--- src/rtl/ir_sample_if.sv ---
// Links the IR sweep sequencer to the A2D converter and to the error-compute consumer.
// The master side is the sequencer, and the slave side is the A2D plus the consumer.
`timescale 1ns/100ps
interface ir_sample_if #(
    parameter int DATA_W = 12
);
    logic              IR_en;
    logic              strt_cnv;
    logic [2:0]        chnnl;
    logic              cnv_cmplt;
    logic [DATA_W-1:0] res;
    logic [2:0]        sel;
    logic [DATA_W-1:0] ir_data;
    logic              IR_vld;
    logic              a2d_tmo;

    modport master (
        output IR_en, strt_cnv, chnnl, ir_data, IR_vld, a2d_tmo,
        input  cnv_cmplt, res, sel
    );

    modport slave (
        input  IR_en, strt_cnv, chnnl, ir_data, IR_vld, a2d_tmo,
        output cnv_cmplt, res, sel
    );
endinterface

--- src/rtl/ir_sample_sm.sv ---
// Periodic IR sweep sequencer. It powers the emitters, converts 8 channels through the A2D,
// and publishes each complete sweep from a shadow bank, signalled with a 1-cycle IR_vld.
`timescale 1ns/100ps
module ir_sample_sm #(
    parameter int NUM_CH     = 8,
    parameter int DATA_W     = 12,
    parameter int PERIOD_CYC = 100000,
    parameter int SETTLE_CYC = 2048,
    parameter int TMO_CYC    = 4096
) (
    input  logic         clk,
    input  logic         rst,
    input  logic         en,
    ir_sample_if.master  ir
);

    localparam int PER_W = (PERIOD_CYC > 1) ? $clog2(PERIOD_CYC) : 1;
    localparam int SET_W = (SETTLE_CYC > 1) ? $clog2(SETTLE_CYC) : 1;
    localparam int TMO_W = (TMO_CYC > 1) ? $clog2(TMO_CYC) : 1;
    localparam logic [2:0] LAST_CH = 3'(NUM_CH - 1);

    typedef enum logic [2:0] {IDLE, SETTLE, START, WAIT, DONE} state_t;

    state_t            state;
    logic [PER_W-1:0]  timer;
    logic [SET_W-1:0]  settle_cnt;
    logic [TMO_W-1:0]  tmo_cnt;
    logic [2:0]        ch;
    logic [DATA_W-1:0] shadow [NUM_CH];
    logic [DATA_W-1:0] pub    [NUM_CH];
    logic              tick;

    assign tick       = en && (timer == PER_W'(PERIOD_CYC - 1));
    assign ir.ir_data = pub[ir.sel];

    always_ff @(posedge clk) begin
        if (rst || !en) begin
            timer <= '0;
        end else if (tick) begin
            timer <= '0;
        end else begin
            timer <= timer + PER_W'(1);
        end
    end

    // The published bank is written only when a sweep completes, so the consumer
    // sees one coherent sweep across its whole accumulation window.
    always_ff @(posedge clk) begin
        if (rst) begin
            state       <= IDLE;
            ir.IR_en    <= 1'b0;
            ir.strt_cnv <= 1'b0;
            ir.chnnl    <= 3'd0;
            ir.IR_vld   <= 1'b0;
            ir.a2d_tmo  <= 1'b0;
            settle_cnt  <= '0;
            tmo_cnt     <= '0;
            ch          <= 3'd0;
            for (int i = 0; i < NUM_CH; i++) begin
                shadow[i] <= '0;
                pub[i]    <= '0;
            end
        end else begin
            ir.strt_cnv <= 1'b0;
            ir.IR_vld   <= 1'b0;
            case (state)
                IDLE: begin
                    if (tick) begin
                        state      <= SETTLE;
                        settle_cnt <= '0;
                        ir.IR_en   <= 1'b1;
                    end
                end
                SETTLE: begin
                    if (settle_cnt == SET_W'(SETTLE_CYC - 1)) begin
                        state       <= START;
                        ch          <= 3'd0;
                        ir.chnnl    <= 3'd0;
                        ir.strt_cnv <= 1'b1;
                    end else begin
                        settle_cnt <= settle_cnt + SET_W'(1);
                    end
                end
                START: begin
                    state   <= WAIT;
                    tmo_cnt <= '0;
                end
                WAIT: begin
                    if (ir.cnv_cmplt) begin
                        shadow[ch] <= ir.res;
                        if (ch == LAST_CH) begin
                            state      <= DONE;
                            ir.IR_vld  <= 1'b1;
                            ir.a2d_tmo <= 1'b0;
                            ir.IR_en   <= 1'b0;
                            for (int i = 0; i < NUM_CH; i++) begin
                                pub[i] <= (i == NUM_CH - 1) ? ir.res : shadow[i];
                            end
                        end else begin
                            state       <= START;
                            ch          <= ch + 3'd1;
                            ir.chnnl    <= ch + 3'd1;
                            ir.strt_cnv <= 1'b1;
                        end
                    end else if (tmo_cnt == TMO_W'(TMO_CYC - 1)) begin
                        // Abandon the sweep. The last good publication stays visible.
                        state      <= IDLE;
                        ir.a2d_tmo <= 1'b1;
                        ir.IR_en   <= 1'b0;
                    end else begin
                        tmo_cnt <= tmo_cnt + TMO_W'(1);
                    end
                end
                DONE: begin
                    state <= IDLE;
                end
                default: begin
                    state <= IDLE;
                end
            endcase
        end
    end

endmodule

--- src/flat_wrapper.sv ---
// flat-port wrapper written by rule: the top's interface ports become plain ports
module ir_sample_sm_flat 
#(
    parameter int NUM_CH     = 8,
    parameter int DATA_W     = 12,
    parameter int PERIOD_CYC = 100000,
    parameter int SETTLE_CYC = 2048,
    parameter int TMO_CYC    = 4096
)
  (clk, rst, en, ir_IR_en, ir_strt_cnv, ir_chnnl, ir_ir_data, ir_IR_vld, ir_a2d_tmo, ir_cnv_cmplt, ir_res, ir_sel);
  ir_sample_if #(.DATA_W(DATA_W)) ir_i ();
  input  logic clk;
  input  logic rst;
  input  logic en;
  output wire logic [$bits(ir_i.IR_en)-1:0] ir_IR_en;
  output wire logic [$bits(ir_i.strt_cnv)-1:0] ir_strt_cnv;
  output wire logic [$bits(ir_i.chnnl)-1:0] ir_chnnl;
  output wire logic [$bits(ir_i.ir_data)-1:0] ir_ir_data;
  output wire logic [$bits(ir_i.IR_vld)-1:0] ir_IR_vld;
  output wire logic [$bits(ir_i.a2d_tmo)-1:0] ir_a2d_tmo;
  input wire logic [$bits(ir_i.cnv_cmplt)-1:0] ir_cnv_cmplt;
  input wire logic [$bits(ir_i.res)-1:0] ir_res;
  input wire logic [$bits(ir_i.sel)-1:0] ir_sel;
  assign ir_IR_en = ir_i.IR_en;
  assign ir_strt_cnv = ir_i.strt_cnv;
  assign ir_chnnl = ir_i.chnnl;
  assign ir_ir_data = ir_i.ir_data;
  assign ir_IR_vld = ir_i.IR_vld;
  assign ir_a2d_tmo = ir_i.a2d_tmo;
  assign ir_i.cnv_cmplt = ir_cnv_cmplt;
  assign ir_i.res = ir_res;
  assign ir_i.sel = ir_sel;
  ir_sample_sm #(.NUM_CH(NUM_CH), .DATA_W(DATA_W), .PERIOD_CYC(PERIOD_CYC), .SETTLE_CYC(SETTLE_CYC), .TMO_CYC(TMO_CYC)) u_core (.clk(clk), .rst(rst), .en(en), .ir(ir_i));
endmodule
--- config.mk ---
export PLATFORM = sky130hd
export DESIGN_NAME = ir_sample_sm_flat
export DESIGN_NICKNAME = d
export VERILOG_FILES = /design/src/rtl/ir_sample_if.sv /design/src/rtl/ir_sample_sm.sv /design/src/flat_wrapper.sv
export SDC_FILE = /design/constraint.sdc
export NUM_CORES = 1
export LEC_CHECK = 0
export CAP_MARGIN = 5
export CORE_MARGIN = 10
export CORE_UTILIZATION = 50
export DETAILED_ROUTE_END_ITERATION = 12
export GPL_TIMING_DRIVEN = 1
export MAX_ROUTING_LAYER = met4
export PLACE_DENSITY = 0.7
export SLEW_MARGIN = 15
export SYNTH_ARGS = -nofsm -noshare
export SYNTH_HDL_FRONTEND = slang
export SYNTH_SLANG_ARGS = --single-unit
export TNS_END_PERCENT = 20
--- constraint.sdc ---
create_clock -name clk -period 9.75 [get_ports clk]
set_input_delay 1.95 -clock clk [delete_from_list [all_inputs] [get_ports clk]]
set_output_delay 1.95 -clock clk [all_outputs]
set_load 0.03 [all_outputs]
After elaboration in Yosys (flattened, before gate mapping)
Memory sizes are Yosys's and may differ from the RTL's.
Cells that the tools add are included.
{"block": "word_totals", "reg_bits": 50, "ramBits": 192, "inputBits": 19, "output_inout_bits": 19, "elab_cells": 106, "memories": 2}
{"block": "classes", "n_addsub": 4, "eq_ne": 17, "n_mux": 49, "bitwise_logic": 8, "reduce_logical": 17}
{"memory": "u_core.pub", "words": 8, "width": 12, "read_ports": 1, "rd_clocked_by_memory_dff": 0, "write_ports": 8, "line": "ir_sample_sm.sv:30", "text": "logic [DATA_W-1:0] pub [NUM_CH];"}
{"memory": "u_core.shadow", "words": 8, "width": 12, "read_ports": 7, "rd_clocked_by_memory_dff": 0, "write_ports": 8, "line": "ir_sample_sm.sv:29", "text": "logic [DATA_W-1:0] shadow [NUM_CH];"}
{"op": "12-bit two-way mux", "n": 11}
{"op": "3-bit two-way mux", "n": 9}
{"op": "12-bit one-hot mux with 2 select lines", "n": 1}
{"op": "11-bit two-way mux", "n": 2}
{"op": "11-bit one-hot mux with 2 select lines", "n": 1}
{"op": "1-bit two-way mux", "n": 21}
{"op": "17-bit by 1-bit adder with 17-bit output (second input constant)", "n": 1}
{"op": "17-bit == test (second input constant)", "n": 1}
{"op": "12-bit by 1-bit adder with 12-bit output (second input constant)", "n": 1}
{"op": "12-bit == test (second input constant)", "n": 1}
{"op": "3-bit one-hot mux with 4 select lines", "n": 1}
{"op": "3-bit AND reduction", "n": 4}
{"op": "12-bit OR reduction", "n": 1}
{"op": "11-bit by 1-bit adder with 11-bit output (second input constant)", "n": 1}
{"op": "11-bit == test (second input constant)", "n": 1}
{"op": "2-bit inequality test (second input constant)", "n": 5}
{"op": "2-bit nonzero test", "n": 5}
{"op": "1-bit OR", "n": 8}
{"op": "4-bit AND reduction", "n": 2}
{"op": "3-bit by 2-bit == test with 1-bit output (second input constant)", "n": 2}
{"op": "2-bit by 1-bit inequality test with 1-bit output (second input constant)", "n": 3}
{"op": "3-bit by 2-bit inequality test with 1-bit output (second input constant)", "n": 2}
{"op": "3-bit one-hot mux with 2 select lines", "n": 1}
{"op": "1-bit one-hot mux with 2 select lines", "n": 2}
{"op": "8 further kinds", "n": 8}

Logic depth before layout (Yosys ltp)
Gate-level depths: netlist (run 1).
{"block": "logic_depth", "depth_word": 7, "ltp_mapped": 7, "mapped_depth_nobuf": 6}

Least setup slack after synthesis (run 1)
No wires, ideal clock.
{"block": "synth_path", "path_type": "input -> register", "start": "input port ir_cnv_cmplt", "end": "memory u_core.pub[0][0], enable pin", "setup_time_ps": 686, "arrival_time_ps": 8827, "required_time_ps": 9064, "path_slack_ps": 237, "cell_stages": 2, "path_buffers": 0, "path_cell_list": "nand2_1 o21ai_0"}
{"element": "from (decl)", "line": "flat_wrapper.sv:21", "text": "input wire logic [$bits(ir_i.cnv_cmplt)-1:0] ir_cnv_cmplt;"}
{"element": "to (decl)", "line": "ir_sample_sm.sv:30"}

Worst setup path after layout (run 1)
{"block": "layout_path", "start": "input port ir_sel[0]", "end": "output port ir_ir_data[7]"}
{"block": "layout_via", "elab_chain_cells": 1}
{"element": "from (decl)", "line": "flat_wrapper.sv:23", "text": "input wire logic [$bits(ir_i.sel)-1:0] ir_sel;"}
{"element": "memory 8 x 12 bit"}
{"element": "to (decl)", "line": "flat_wrapper.sv:18", "text": "output wire logic [$bits(ir_i.ir_data)-1:0] ir_ir_data;"}
Every way passes these cells.

==> out/metrics.yaml, run 1 <==
status: "finished clean"
hold_path.class: "flip-flop to flip-flop"
layout-area-overhead-vs-synth_pct: 13.6
timing.critical_path.required_ns: 7.80
replace_congestion: 0.905
cts_htree_levels: 1
post_synth_inst_count: 755
totalNegativeSetupSlack_ns: 0
cts_sinks: 230
number_of_fill_cells_in_the_layout: 1588
finalWorstPathRequiredPeriod_ns: 6.04
synth-async-reset-ratio: 0
crit_path_cell_chain: "buf_2, mux4_2, mux2_2, clkdlybuf4s50_1"
placement.io_buffers: 37
largest_net_degree_at_the_start_of_global_routing: 91
synth_seq_area_share: 0.637
first_global_vias: 6048
clock_path_buffers: 3
ys.flop_type: "sky130_fd_sc_hd__edfxtp_1"
cts-resized-gates: 0
edff_count_synth: 180
drt_first_pass_iters: 5
grt_use_total: 0.167
clk_transition_reported_paths_ns: 0.05
ys_ff_latch: 230
setup_violations: 0
post_cts_hold_buffer_count: 0
viasPerCell: 5.74
fin_crit_sh: 0.619
totalWireLength_mm: 21.4
power-per-cell-area_nw_per_um2: 181
max-vdd-ir-drop_uv: 122
antenna_found_initial: 1
synth_top_cells_by_area: "sky130_fd_sc_hd__edfxtp_1, sky130_fd_sc_hd__dfxtp_1, sky130_fd_sc_hd__and2_1, sky130_fd_sc_hd__mux4_2, sky130_fd_sc_hd__nor2b_1"
achievable-frequency_mhz: 166
synth.distinct_cells: 60
cp_top_family: "buffers and inverters"
finalNetCount: 809
postSynthAreaPerCell_sq_um: 13.3
timing.critical_path.from_type: "primary input"
number_of_buffer_and_inverter_stages_on_the_critical_path: 2
place.detailed.hpwl_mm: 13.7
rows: 51
max_cap_viol_count: 0
remaining_drc_errors: 0
wire_length_of_the_first_global_routing_pass_mm: 34.3
timing.critical_path.slowest_cell_delay_ns: 0.61
die_width_microns: 162
grt-ovfl-total: 0
synth_nets: 779
cts_root_buffer: "sky130_fd_sc_hd__clkbuf_16"
timing.critical_path.to_type: "output port"
critPathArrivalTime_ns: 4.09
dieHeight_microns: 162
cts_tree: "built"
ys_top_cells_by_count: "sky130_fd_sc_hd__edfxtp_1, sky130_fd_sc_hd__and2_1, sky130_fd_sc_hd__dfxtp_1"
finalPower_w: 0.00206
core_region_area_sq_um: 19700
clock_latency_ns: 0.53
ioPinCount: 38
route.vias.total: 6141
synthMostInstantiatedCell: "sky130_fd_sc_hd__edfxtp_1"
multiInputGateArea_sq_um: 3470
final_hold_violation_count: 0
detailedRoute.firstIterationViolations: 603
setup.worst_path.class: "primary input to output port"
synth_top_area_share: 0.538
cts_buffers: 25
synth.yosys.warnings: 0
timing.clock.skew_ns: 0.0152
leakagePower_nw: 3.93
worst_path_max_delay_cell: "sky130_fd_sc_hd__buf_2"
regArea_sq_um: 6410
drt-wirelength-per-cell_microns: 20.0
timing.slew.headroom: 0.220
grt_setup_unrepaired: "no"
start_util: 0.512
drive_gt1_frac: 0.128
yosysTopAreaCell: "sky130_fd_sc_hd__edfxtp_1"
drv_slew: 0
syn_area_sq_um: 10100
cts.repair_timing.setup_buffer_count: 0
drtAntennaViolNets: 0
tightest_slew_ns: 1.17
crit_fanout: 24
total_die_area_sq_um: 26200
[flip-flops by register name, summed over array words and instances (netlist names)]
signal	cells
u_core.ir.a2d_tmo	1
u_core.timer	17
u_core.shadow	84
u_core.ir.chnnl	3
u_core.ir.IR_vld	1
u_core.ir.strt_cnv	1
u_core.pub	96
u_core.state	3
u_core.ir.IR_en	1
u_core.settle_cnt	11
u_core.tmo_cnt	12
[cell type report]
type | instances | share of cell area
Inverter | 10 | 0.00329
Sequential cell | 230 | 0.561
Timing Repair Buffer | 45 | 0.0364
Clock buffer | 29 | 0.0561
Antenna cell | 1 | 0.000219
Tap cell | 265 | 0.0290
Multi-Input combinational cell | 473 | 0.304
Clock inverter | 17 | 0.0103
[layer usage]
metal | vias up | track usage | part of all wire
met3 | 40 | 0.0253 | 0.056
met4 | 0 | 0.0364 | 0.017
met5 | - | - | 0
li1 | 2868 | - | -
met1 | 3027 | 0.224 | 0.45
met2 | 206 | 0.265 | 0.48
[cell families after synthesis]
kind of cell | count (synthesis) | synth area share
multiplexers | 36 | 0.0672
AO/OA/AOI/OAI | 78 | 0.0556
flip-flops | 230 | 0.637
AND/OR/NAND/NOR | 340 | 0.200
adder cells (fa/ha/maj) | 5 | 0.00622
buffers and inverters | 52 | 0.0213
XOR/XNOR | 14 | 0.0122
[worst reg2reg max path, delay by kind of cell (launching register included)]
kind	cells	cell delay (ns)
buffers and inverters	1	0.91
flip-flops	1	0.79
AND/OR/NAND/NOR	1	0.64
AO/OA/AOI/OAI	1	0.48
[through the flow]
| step | utilization | hold slack (ns) | cell area, sq um | setup WS [ns] | instances |
|---|---|---|---|---|---|
| 6_report | 0.581 | 0.489 | 11400 | 3.71 | 1070 |
| 2_1_floorplan | - | 0.452 | 10100 | 0.237 | 755 |
| 3_3_place_gp | 0.542 | 0.466 | 10700 | 3.33 | 1023 |
| 4_1_cts | 0.581 | 0.493 | 11400 | 3.22 | 1069 |
| 3_5_place_dp | 0.542 | 0.485 | 10700 | 3.22 | 1023 |
| 5_1_grt | 0.581 | 0.527 | 11400 | 3.55 | 1070 |
[where the power goes]
group | leakage, nW | internal, W | switching, W | total, W
logic | 1.30 | 0.0000385 | 0.0000584 | 0.0000969
clock network | 0.373 | 0.000498 | 0.000373 | 0.000872
registers | 2.25 | 0.00108 | 0.00000985 | 0.00109
total | 3.93 | 0.00162 | 0.000442 | 0.00206
[layout by cell type, fill, tap and decap left out, types with 7 or more instances in the layout]
cell / count
sky130_fd_sc_hd__clkinv_1: 9
sky130_fd_sc_hd__clkdlybuf4s50_1: 34
sky130_fd_sc_hd__o21ai_0: 11
sky130_fd_sc_hd__inv_1: 9
sky130_fd_sc_hd__nand3_1: 23
sky130_fd_sc_hd__and2_1: 158
sky130_fd_sc_hd__dfxtp_1: 50
sky130_fd_sc_hd__nand2_1: 26
sky130_fd_sc_hd__a21oi_1: 15
sky130_fd_sc_hd__mux2_2: 12
sky130_fd_sc_hd__clkbuf_16: 25
sky130_fd_sc_hd__nor2b_1: 24
sky130_fd_sc_hd__nor2_1: 26
sky130_fd_sc_hd__mux4_2: 24
sky130_fd_sc_hd__or4_1: 9
sky130_fd_sc_hd__nand4_1: 11
sky130_fd_sc_hd__and3_1: 8
sky130_fd_sc_hd__nor3_1: 13
sky130_fd_sc_hd__buf_4: 8
sky130_fd_sc_hd__xnor2_1: 7
sky130_fd_sc_hd__edfxtp_1: 180
sky130_fd_sc_hd__or2_2: 9
sky130_fd_sc_hd__a41oi_1: 7
sky130_fd_sc_hd__xor2_1: 7
[worst paths after layout]
path                                                  endpoint  depth (start not counted)  slack, ns                         start
worst max-delay path                             ir_ir_data[7]                          4       3.71                     ir_sel[0]
worst min-delay path               u_core.timer[16]$_SDFF_PP0_                          2       0.49   u_core.timer[16]$_SDFF_PP0_
worst max register to register  u_core.pub[3][9]$_SDFFCE_PN0P_                          3       6.45  u_core.state[0]$_SDFFE_PP0P_
worst min register to register     u_core.timer[16]$_SDFF_PP0_                          2       0.49   u_core.timer[16]$_SDFF_PP0_
Power figures use the tool's default switching activity.
==> run 2: changes to the inputs <==
- PLACE_DENSITY: 0.7 -> 0.67
- clock period: 9.75 -> 5.9 ns (I/O delays scaled with it)
==> out/metrics.yaml, run 2 (synthesized netlist as in run 1, its figures left out) <==
grt_setup_unrepaired: "no"
mostFrequentLayoutCell: "sky130_fd_sc_hd__edfxtp_1"
most_flops_register: "u_core.pub"
cts_htree_levels: 1  # unchanged
number_of_fill_cells_in_the_layout: 1592  # +0.25%
clock_latency_ns: 0.51  # -0.02 ns
grt-ovfl-total: 0  # unchanged
achievable-frequency_mhz: 222
core_region_area_sq_um: 19700  # unchanged
drv_slew: 0  # unchanged
drt-wirelength-per-cell_microns: 19.5  # -2.5%
fin_crit_sh: 0.764
cts.repair_timing.setup_buffer_count: 0  # unchanged
finalWorstPathRequiredPeriod_ns: 4.51
reg2reg_slack_ns: 2.68  # -3.77 ns
timing.critical_path.from_type: "primary input"
biggestRegsByFlops: "u_core.pub x96, u_core.shadow x84, u_core.timer x17"
timing.reg2reg.worst_path_depth: 4  # +1
hold-path-endpoint: "u_core.timer[16]$_SDFF_PP0_"
max-vdd-ir-drop_uv: 231  # +90%
timing.critical_path.slowest_cell_delay_ns: 0.63  # +0.02 ns
drive_gt1_frac: 0.125  # -0.00295
multiInputGateArea_sq_um: 3470  # unchanged
totalNegativeSetupSlack_ns: 0  # unchanged
clock_path_buffers: 3  # unchanged
rows: 51  # unchanged
total_die_area_sq_um: 26200  # unchanged
cts_sinks: 230  # unchanged
number_of_buffer_and_inverter_stages_on_the_critical_path: 2  # unchanged
timing.critical_path.required_ns: 4.72  # -3.08 ns
detailedRoute.firstIterationViolations: 404  # -33%
power-per-cell-area_nw_per_um2: 302  # +67%
timing.clock.skew_ns: 0.0125  # -0.00270 ns
antenna_found_initial: 1  # unchanged
regArea_sq_um: 6410  # unchanged
ioPinCount: 38  # unchanged
regToRegEndpoint: "u_core.shadow[4][7]$_SDFFCE_PN0P_"
cts-resized-gates: 0  # unchanged
cts_root_buffer: "sky130_fd_sc_hd__clkbuf_16"
worst_r2r_src: "u_core.state[0]$_SDFFE_PP0P_"
worst_path_max_delay_cell: "sky130_fd_sc_hd__clkdlybuf4s50_1"
hold_path.class: "flip-flop to flip-flop"
cp_top_family: "buffers and inverters"
timing.slew.headroom: 0.266  # +0.0458
fin_util: 0.583  # +0.00172
dieHeight_microns: 162  # unchanged
tightest_slew_ns: 1.10  # -0.0716 ns
remaining_drc_errors: 0  # unchanged
clk_transition_reported_paths_ns: 0.06  # about the same
finalNetCount: 806  # -0.37%
min-delay-start: "u_core.timer[16]$_SDFF_PP0_"
setup_violations: 0  # unchanged
status: "finished clean"
final_cell_mix: "sky130_fd_sc_hd__edfxtp_1, sky130_fd_sc_hd__and2_1, sky130_fd_sc_hd__dfxtp_1"
final_hold_violation_count: 0  # unchanged
crit_fanout: 24  # unchanged
critPathArrivalTime_ns: 3.33  # -0.76 ns
replace_congestion: 0.866  # -4.3%
grt_use_total: 0.161  # -0.00553
viasPerCell: 5.62  # -2.1%
totalWireLength_mm: 20.7  # -2.9%
drtAntennaViolNets: 0  # unchanged
placement.io_buffers: 37  # unchanged
post_cts_hold_buffer_count: 0  # unchanged
die_width_microns: 162  # unchanged
flip_flop_count_of_the_largest_register_all_copies_and_words_added: 96  # unchanged
hold_depth: 2  # unchanged
max_cap_viol_count: 0  # unchanged
place.detailed.hpwl_mm: 13.7  # +0.43%
wire_length_of_the_first_global_routing_pass_mm: 33.0  # -3.8%
setup.worst_path.class: "primary input to output port"
layout-area-overhead-vs-synth_pct: 13.9
timing.critical_path.to_type: "output port"
leakagePower_nw: 3.92  # -0.20%
start_util: 0.512  # unchanged
cts_tree: "built"
drt_first_pass_iters: 5  # unchanged
largest_net_degree_at_the_start_of_global_routing: 98  # +7.7%
crit_path_cell_chain: "buf_2, mux4_2, mux2_2, clkdlybuf4s50_1"
first_global_vias: 6091  # +0.71%
cts_buffers: 24  # -4.0%
route.vias.total: 5981  # -2.6%
==> run 2: cell types whose count changed in the layout (fill, tap and decap cells not counted) <==
cell                              change
sky130_fd_sc_hd__clkbuf_1             -1
sky130_fd_sc_hd__buf_2                -1
sky130_fd_sc_hd__clkinvlp_4           +3
sky130_fd_sc_hd__inv_16               -1
sky130_fd_sc_hd__bufinv_16            +2
sky130_fd_sc_hd__clkdlybuf4s50_1      +1
sky130_fd_sc_hd__clkinv_2             -4
sky130_fd_sc_hd__buf_12               +1
sky130_fd_sc_hd__buf_4                -3
sky130_fd_sc_hd__clkinv_1             -2
==> run 2: final cells by class <==
class	instances	share of cell area
sequential	230	0.559
timing repair buffer	43	0.0365
tap	265	0.0289
multi-input combinational	473	0.303
antenna	1	0.000218
inverter	10	0.00328
clock inverter	15	0.0133
clock buffer	28	0.0556
==> run 2: how the worst max path moves through the flow <==
stage | to | depth (start not counted) | from
after global placement | ir_ir_data[11] | 4 | ir_sel[0]
final | ir_ir_data[11] | 4 | ir_sel[0]
after floorplan | u_core.pub[0][0]$_SDFFCE_PN0P_ | 2 | ir_cnv_cmplt
after global routing | ir_ir_data[4] | 4 | ir_sel[0]
after CTS | ir_ir_data[11] | 4 | ir_sel[0]
after detailed placement | ir_ir_data[11] | 4 | ir_sel[0]
==> run 2: routing by layer <==
metal / track usage / wire length (microns) / up-vias / share of wire
li1: - / - / 2861 / -
met1: 0.200 / 8880 / 2917 / 0.43
met2: 0.262 / 10200 / 153 / 0.49
met3: 0.0263 / 960 / 50 / 0.046
met4: 0.0616 / 680 / 0 / 0.033
met5: - / 0 / - / 0
==> run 2: worst reg2reg max path, cell delays in order, from the launching register on <==
cell	delay, ns
sky130_fd_sc_hd__dfxtp_1	0.76
sky130_fd_sc_hd__nand3b_1	0.63
sky130_fd_sc_hd__nor3_1	0.41
sky130_fd_sc_hd__and3_1	0.58
sky130_fd_sc_hd__or2_2	0.48
==> run 2: power by group <==
part	internal [W]	switching (W)	leakage, nW
logic	0.0000653	0.0000958	1.29
registers	0.00179	0.0000149	2.25
clock network	0.000900	0.000593	0.372
total	0.00276	0.000704	3.92
==> run 2: stage by stage <==
stage,hold slack [ns],setup slack (ns),cells,area (sq um),power [W]
after global routing,0.526,1.22,1065,11500,0.00357
after global placement,0.465,1.38,1021,10700,0.00200
after floorplan,0.452,1.63,755,10100,0.00193
after detailed placement,0.491,1.34,1021,10700,0.00200
final,0.500,1.39,1065,11500,0.00346
after CTS,0.504,1.34,1064,11400,0.00349
